`src/rtl/myram_port_arbiter_if.sv`:
```
// Requester-side handshake bundle for the myRAM port arbiter: one instance per requester.
// The requester holds req and its fields until gnt; read data comes back on rvalid/rdata.

interface myram_port_arbiter_if #(
    parameter int ADDR_W = 9,
    parameter int DATA_W = 32
);
    logic                  req;
    logic                  wr;
    logic [ADDR_W-1:0]     addr;
    logic [DATA_W-1:0]     wdata;
    logic [DATA_W/8-1:0]   be;
    logic                  gnt;
    logic                  rvalid;
    logic [DATA_W-1:0]     rdata;

    modport master (
        output req, wr, addr, wdata, be,
        input  gnt, rvalid, rdata
    );

    modport slave (
        input  req, wr, addr, wdata, be,
        output gnt, rvalid, rdata
    );
endinterface

```
`src/rtl/myram_port_arbiter.sv`:
```
// Round-robin arbiter/sequencer for the single-port myRAM: zeroes the RAM after reset,
// then shares the port between requesters A and B and routes read data back by tag.
//
// state   | meaning
// ST_INIT | post-reset clear, one word per clock (single pass-through cycle if clearing is off)
// ST_RUN  | combinational round-robin grant, one RAM access per clock

module myram_port_arbiter #(
    parameter int ADDR_W     = 9,
    parameter int DATA_W     = 32,
    parameter int RD_LATENCY = 2,
    parameter int INIT_CLEAR = 1
) (
    input  logic                  clock,
    input  logic                  reset_n,
    output logic                  init_done,
    myram_port_arbiter_if.slave   a_port,
    myram_port_arbiter_if.slave   b_port,
    output logic [ADDR_W-1:0]     ram_address,
    output logic [DATA_W-1:0]     ram_data,
    output logic                  ram_wren,
    output logic [DATA_W/8-1:0]   ram_byteena,
    input  logic [DATA_W-1:0]     ram_q
);

    localparam int BE_W  = DATA_W / 8;
    localparam int DEPTH = 2 ** ADDR_W;
    localparam logic [ADDR_W:0] CLR_LAST = (ADDR_W + 1)'(DEPTH - 1);
    localparam logic [ADDR_W:0] CLR_ONE  = (ADDR_W + 1)'(1);

    typedef enum logic {
        ST_INIT,
        ST_RUN
    } state_t;

    state_t                state_q, state_d;
    logic [ADDR_W:0]       clr_cnt_q, clr_cnt_d;
    logic                  rr_b_q, rr_b_d;

    logic [ADDR_W-1:0]     hold_addr_q;
    logic [DATA_W-1:0]     hold_data_q;
    logic [BE_W-1:0]       hold_be_q;

    logic [RD_LATENCY-1:0] pipe_v_q;
    logic [RD_LATENCY-1:0] pipe_b_q;

    logic                  a_req, a_wr, b_req, b_wr;
    logic [ADDR_W-1:0]     a_addr, b_addr;
    logic [DATA_W-1:0]     a_wdata, b_wdata;
    logic [BE_W-1:0]       a_be, b_be;
    logic                  a_gnt, b_gnt;
    logic                  a_rvalid, b_rvalid;

    logic                  drv_en;
    logic                  drv_wren;
    logic [ADDR_W-1:0]     drv_addr;
    logic [DATA_W-1:0]     drv_data;
    logic [BE_W-1:0]       drv_be;
    logic                  rd_issue;

    assign a_req   = a_port.req;
    assign a_wr    = a_port.wr;
    assign a_addr  = a_port.addr;
    assign a_wdata = a_port.wdata;
    assign a_be    = a_port.be;
    assign b_req   = b_port.req;
    assign b_wr    = b_port.wr;
    assign b_addr  = b_port.addr;
    assign b_wdata = b_port.wdata;
    assign b_be    = b_port.be;

    always_ff @(posedge clock or negedge reset_n) begin
        if (!reset_n) begin
            state_q   <= ST_INIT;
            clr_cnt_q <= '0;
            rr_b_q    <= 1'b1;
        end else begin
            state_q   <= state_d;
            clr_cnt_q <= clr_cnt_d;
            rr_b_q    <= rr_b_d;
        end
    end

    always_comb begin
        state_d   = state_q;
        clr_cnt_d = clr_cnt_q;
        rr_b_d    = rr_b_q;
        a_gnt     = 1'b0;
        b_gnt     = 1'b0;
        drv_en    = 1'b0;
        drv_wren  = 1'b0;
        drv_addr  = hold_addr_q;
        drv_data  = hold_data_q;
        drv_be    = hold_be_q;

        case (state_q)
            ST_INIT: begin
                if (INIT_CLEAR != 0) begin
                    drv_en    = 1'b1;
                    drv_wren  = 1'b1;
                    drv_addr  = clr_cnt_q[ADDR_W-1:0];
                    drv_data  = '0;
                    drv_be    = '1;
                    clr_cnt_d = clr_cnt_q + CLR_ONE;
                    if (clr_cnt_q == CLR_LAST) begin
                        state_d = ST_RUN;
                    end
                end else begin
                    state_d = ST_RUN;
                end
            end

            ST_RUN: begin
                // rr_b_q set means B was granted last, so A wins a tie
                a_gnt = a_req & (~b_req | rr_b_q);
                b_gnt = b_req & (~a_req | ~rr_b_q);
                if (a_gnt) begin
                    drv_en   = 1'b1;
                    drv_wren = a_wr;
                    drv_addr = a_addr;
                    drv_data = a_wdata;
                    drv_be   = a_wr ? a_be : '1;
                    rr_b_d   = 1'b0;
                end else if (b_gnt) begin
                    drv_en   = 1'b1;
                    drv_wren = b_wr;
                    drv_addr = b_addr;
                    drv_data = b_wdata;
                    drv_be   = b_wr ? b_be : '1;
                    rr_b_d   = 1'b1;
                end
            end

            default: begin
                state_d = ST_INIT;
            end
        endcase
    end

    // Idle cycles keep the RAM inputs at whatever was last driven.
    always_ff @(posedge clock or negedge reset_n) begin
        if (!reset_n) begin
            hold_addr_q <= '0;
            hold_data_q <= '0;
            hold_be_q   <= '0;
        end else if (drv_en) begin
            hold_addr_q <= drv_addr;
            hold_data_q <= drv_data;
            hold_be_q   <= drv_be;
        end
    end

    assign rd_issue = (a_gnt & ~a_wr) | (b_gnt & ~b_wr);

    always_ff @(posedge clock or negedge reset_n) begin
        if (!reset_n) begin
            pipe_v_q <= '0;
            pipe_b_q <= '0;
        end else begin
            pipe_v_q[0] <= rd_issue;
            pipe_b_q[0] <= b_gnt;
            for (int i = 1; i < RD_LATENCY; i++) begin
                pipe_v_q[i] <= pipe_v_q[i-1];
                pipe_b_q[i] <= pipe_b_q[i-1];
            end
        end
    end

    assign a_rvalid = pipe_v_q[RD_LATENCY-1] & ~pipe_b_q[RD_LATENCY-1];
    assign b_rvalid = pipe_v_q[RD_LATENCY-1] &  pipe_b_q[RD_LATENCY-1];

    assign a_port.gnt    = a_gnt;
    assign b_port.gnt    = b_gnt;
    assign a_port.rvalid = a_rvalid;
    assign b_port.rvalid = b_rvalid;
    assign a_port.rdata  = a_rvalid ? ram_q : '0;
    assign b_port.rdata  = b_rvalid ? ram_q : '0;

    assign init_done = (state_q == ST_RUN);

    // The clear write is driven combinationally from ST_INIT, so it is masked while reset is held.
    assign ram_wren    = drv_wren & reset_n;
    assign ram_address = reset_n ? drv_addr : '0;
    assign ram_data    = reset_n ? drv_data : '0;
    assign ram_byteena = reset_n ? drv_be   : '0;

endmodule
```
`src/flat_wrapper.sv`:
```
// flat-port wrapper written by rule: the top's interface ports become plain ports
module myram_port_arbiter_flat 
#(
    parameter int ADDR_W     = 9,
    parameter int DATA_W     = 32,
    parameter int RD_LATENCY = 2,
    parameter int INIT_CLEAR = 1
)
  (clock, reset_n, init_done, ram_address, ram_data, ram_wren, ram_byteena, ram_q, a_port_req, a_port_wr, a_port_addr, a_port_wdata, a_port_be, a_port_gnt, a_port_rvalid, a_port_rdata, b_port_req, b_port_wr, b_port_addr, b_port_wdata, b_port_be, b_port_gnt, b_port_rvalid, b_port_rdata);
  myram_port_arbiter_if #(.ADDR_W(ADDR_W), .DATA_W(DATA_W)) a_port_i ();
  myram_port_arbiter_if #(.ADDR_W(ADDR_W), .DATA_W(DATA_W)) b_port_i ();
  input  logic clock;
  input  logic reset_n;
  output logic init_done;
  output logic [ADDR_W-1:0] ram_address;
  output logic [DATA_W-1:0] ram_data;
  output logic ram_wren;
  output logic [DATA_W/8-1:0] ram_byteena;
  input  logic [DATA_W-1:0] ram_q;
  input wire logic [$bits(a_port_i.req)-1:0] a_port_req;
  input wire logic [$bits(a_port_i.wr)-1:0] a_port_wr;
  input wire logic [$bits(a_port_i.addr)-1:0] a_port_addr;
  input wire logic [$bits(a_port_i.wdata)-1:0] a_port_wdata;
  input wire logic [$bits(a_port_i.be)-1:0] a_port_be;
  output wire logic [$bits(a_port_i.gnt)-1:0] a_port_gnt;
  output wire logic [$bits(a_port_i.rvalid)-1:0] a_port_rvalid;
  output wire logic [$bits(a_port_i.rdata)-1:0] a_port_rdata;
  input wire logic [$bits(b_port_i.req)-1:0] b_port_req;
  input wire logic [$bits(b_port_i.wr)-1:0] b_port_wr;
  input wire logic [$bits(b_port_i.addr)-1:0] b_port_addr;
  input wire logic [$bits(b_port_i.wdata)-1:0] b_port_wdata;
  input wire logic [$bits(b_port_i.be)-1:0] b_port_be;
  output wire logic [$bits(b_port_i.gnt)-1:0] b_port_gnt;
  output wire logic [$bits(b_port_i.rvalid)-1:0] b_port_rvalid;
  output wire logic [$bits(b_port_i.rdata)-1:0] b_port_rdata;
  assign a_port_i.req = a_port_req;
  assign a_port_i.wr = a_port_wr;
  assign a_port_i.addr = a_port_addr;
  assign a_port_i.wdata = a_port_wdata;
  assign a_port_i.be = a_port_be;
  assign a_port_gnt = a_port_i.gnt;
  assign a_port_rvalid = a_port_i.rvalid;
  assign a_port_rdata = a_port_i.rdata;
  assign b_port_i.req = b_port_req;
  assign b_port_i.wr = b_port_wr;
  assign b_port_i.addr = b_port_addr;
  assign b_port_i.wdata = b_port_wdata;
  assign b_port_i.be = b_port_be;
  assign b_port_gnt = b_port_i.gnt;
  assign b_port_rvalid = b_port_i.rvalid;
  assign b_port_rdata = b_port_i.rdata;
  myram_port_arbiter #(.ADDR_W(ADDR_W), .DATA_W(DATA_W), .RD_LATENCY(RD_LATENCY), .INIT_CLEAR(INIT_CLEAR)) u_core (.clock(clock), .reset_n(reset_n), .init_done(init_done), .a_port(a_port_i), .b_port(b_port_i), .ram_address(ram_address), .ram_data(ram_data), .ram_wren(ram_wren), .ram_byteena(ram_byteena), .ram_q(ram_q));
endmodule
```
`config.mk`:
```
export PLATFORM = sky130hd
export DESIGN_NAME = myram_port_arbiter_flat
export DESIGN_NICKNAME = d
export VERILOG_FILES = /design/src/rtl/myram_port_arbiter_if.sv /design/src/rtl/myram_port_arbiter.sv /design/src/flat_wrapper.sv
export SDC_FILE = /design/constraint.sdc
export NUM_CORES = 1
export LEC_CHECK = 0
export ABC_AREA = 1
export CORE_MARGIN = 2
export CORE_UTILIZATION = 38
export DETAILED_ROUTE_END_ITERATION = 8
export PLACE_DENSITY = 0.8
export SYNTH_ARGS = -nofsm -noshare
export SYNTH_HDL_FRONTEND = slang
export SYNTH_SLANG_ARGS = --single-unit
```
`constraint.sdc`:
```
create_clock -name clock -period 2.05 [get_ports clock]
set_clock_uncertainty 0.1 [all_clocks]
set_input_delay 0.41 -clock clock [delete_from_list [all_inputs] [get_ports clock]]
set_output_delay 0.41 -clock clock [all_outputs]
set_load 0.005 [all_outputs]
```
==> out/results.ini <==
[status]
outcome=finished, violations left
violations=setup timing

[finish]
fin_area_um2=8590
syn_to_final_growth_pct=111
num_antenna_cells=0
nets=1148
seqCellArea_um2=1530
filler_cell_count=627
drive_above_1_share_pct=38.8
multi_input_comb_area_um2=2430

[synthesis]
syn_inst=664
synth_ff_type=dfrtp_1
async_flop_share_pct=100
netlist_top_cells_count=175 x nand2_1, 151 x inv_1, 109 x nor2_1
synth-seq-cells=61
synth_edf_count=0
ys_seq_area_share_pct=37.5
synthDistinctLibCells=25
syn_area_um2=4080
ys_top_cells_by_area=dfrtp_1 37%, nand2_1 16%, inv_1 14%
synth_most_common_cell=nand2_1
synth_top_area_share_pct=36.8
synth_top_area_cell=dfrtp_1
syn_avg_cell_area_um2=6.14
ys_warn_count=0
synth_nets=793

[die]
coreArea_um2=10400
dieArea_um2=11600
die_h_um=108
initial_core_util_pct=39.3
die_w_um=108
num_rows=37
floorplan.io_pins=243

[routing]
dr.first_iter.drc_count=569
first_pass_iters=5
vias=5889
postRouteWirelength_um=21600
antenna_left=0
drc=0
via_per_inst=5.08
routedWlPerCell_um=18.6

[setup_path]
crit_path_end_kind=primary output
cp_max_fo=7
cpMaxStageDelayCell=dfstp_2
max_stage_delay_ns=0.58
crit_required_ns=1.54
cp.arrival_ns=1.98
start_kind=flip-flop
r2r_cells=17
path_class=flip-flop to primary output
path_cells=nand2_4, nand2_4, buf_12, buf_8, buf_6, nand2_2, nand3_2, nand2_2, nor2_1, buf_2

[pwr]
clkPwrFrac_pct=42.7
p_seq_share_pct=33.9
p_sw_share_pct=26.1
p_per_area_nw_per_um2=414
p_leak_nw=5.13
p_int_w=0.00263
peakVddDrop_mv=0.580
total_power_w=0.00356
p_comb_share_pct=23.4
power.switching_w=0.000926

[placed_design]
port-buffer-count=242
dp_hpwl_um=11000
gp_congestion=0.863
dpl_cell_area_um2=6990

[global_route]
globalRouteMet2Util_pct=63.8
gr-usage-all-layers_pct=32.0
grt_overflow_total=0
antenna_found_initial=0
grt_pass1_vias=5546
top_usage_layer=met2
grt_pass1_wl_um=28300
grt_max_degree=41
met1_usage_pct=31.1
use_met3_pct=7.51

[timing]
fin_ws_ns=-0.437
rsz0062_at_grt=yes
worst_slew_pin_slew_ns=0.556
setup_viol=50
min_period_over_period_pct=121
fmaxAchievable_mhz=402
period_needed_ns=2.49
slew_violations=0
slew_headroom_pct=62.7
hold_viol_final=0

[clock_tree]
cts_num_sinks=61
clock_latency_ns=0.35
clk_pin_slew_ns=0.09
clockBufferDepth=2
root_buffer=clkbuf_8
cts_buffers=9
cts_tree=built
cts_max_level=3

[flow_run]
cap_viol_max_count=0

[worst_hold_path]
hold_class=input pin to async pin

[critical path, delay by kind of cell (launching register included)]
kind	cells	cell delay, ns
DFF	1	0.58
buffers and inverters	4	0.53
and+or+nand+nor	6	0.52
[final timing paths]
check	startpoint	endpoint	slack [ns]
worst max-delay path	u_core.rr_b_q	ram_address[8]	-0.44
worst min-delay path	reset_n	u_core.hold_data_q[7]	0.08
worst max register to register	u_core.rr_b_q	u_core.hold_addr_q[5]	-0.35
worst min register to register	u_core.pipe_v_q[0]	u_core.pipe_v_q[1]	0.25
max in group asynchronous	reset_n	u_core.init_done	1.40
min in group clock	u_core.pipe_v_q[0]	u_core.pipe_v_q[1]	0.25
[layer usage]
layer / vias to the layer above / share of wire, %
met3: 126 / 9.1
li1: 2660 / -
met4: 0 / 6.4
met1: 2689 / 32
met5: - / 0
met2: 414 / 52
[registers in the layout (all words and copies together) (netlist names)]
signal,flops
u_core.hold_data_q,32
u_core.clr_cnt_q,10
u_core.hold_addr_q,9
u_core.hold_be_q,4
u_core.pipe_b_q,2
u_core.pipe_v_q,2
u_core.init_done,1
u_core.rr_b_q,1
[repair_timing]
| action | 4_1_cts | 5_1_grt |
|---|---|---|
| setup endpoints to repair | 113 | 59 |
| hold buffers | 0 | 0 |
| pin swaps | 58 | 92 |
| gates resized for setup | 395 | 175 |
| gates cloned | 8 | 2 |
| buffers inserted | 60 | 25 |
[layout make-up]
type                    count  share of cell area (%)
repair buffers            379                    42.0
well taps                 136                    1.98
flip-flops and latches     61                    17.8
inverters                 154                    6.76
clock inverters             6                    1.56
multi-input cells         414                    28.3
clock buffers              10                    1.60
[metrics by stage]
stage / TNS [ns] / hold slack [ns] / setup slack [ns] / instances / utilization (%)
final: -17.80 / 0.0782 / -0.437 / 1160 / 82.9
after global routing: -19.28 / 0.0887 / -0.470 / 1160 / 82.9
after CTS: -14.51 / 0.0812 / -0.364 / 1147 / 77.6
after detailed placement: -37.04 / 0.235 / -0.831 / 1063 / 67.4
after global placement: -35.40 / 0.233 / -0.788 / 1063 / 67.4
after floorplan: 0 / 0.0144 / 0.253 / 664 / -
[power by group through the flow]
| stage | combinational (W) | clock, W | sequential (W) |
|---|---|---|---|
| 2_1_floorplan | 0.000187 | 0 | 0.00123 |
| 3_3_place_gp | 0.000543 | 0 | 0.00123 |
| 3_5_place_dp | 0.000546 | 0 | 0.00123 |
| 4_1_cts | 0.000702 | 0.00149 | 0.00121 |
| 5_1_grt | 0.000873 | 0.00157 | 0.00121 |
| 6_report | 0.000833 | 0.00152 | 0.00121 |
[cell families (layout without fill, tap and decap cells)]
group                      after synthesis  in the layout  share of synthesized area [%]
AOI/OAI and AO/OA                       45             45                           5.53
adders and majority gates                1              1                          0.307
DFF                                     61             61                           37.5
xor gates and xnor gates                 5              5                           1.07
buffers and inverters                  190            549                           19.3
and+or+nand+nor                        362            363                           36.4
[cells in the final DEF (no fill, tap or decap), types with 9 or more instances in the layout]
cell type          n
buf_12            16
buf_2             53
buf_4             72
buf_6             39
clkbuf_8          10
clkdlybuf4s50_1  125
dfrtp_1           59
dlygate4sd2_1     51
inv_1            141
inv_2             12
nand2_1           98
nand2_2           63
nand2_4           17
nand3_1           23
nand3_2           34
nand4_1            9
nor2_1            88
nor2_2            17
o21ai_1           15
o21ai_2           15
Power figures use the tool's default switching activity.
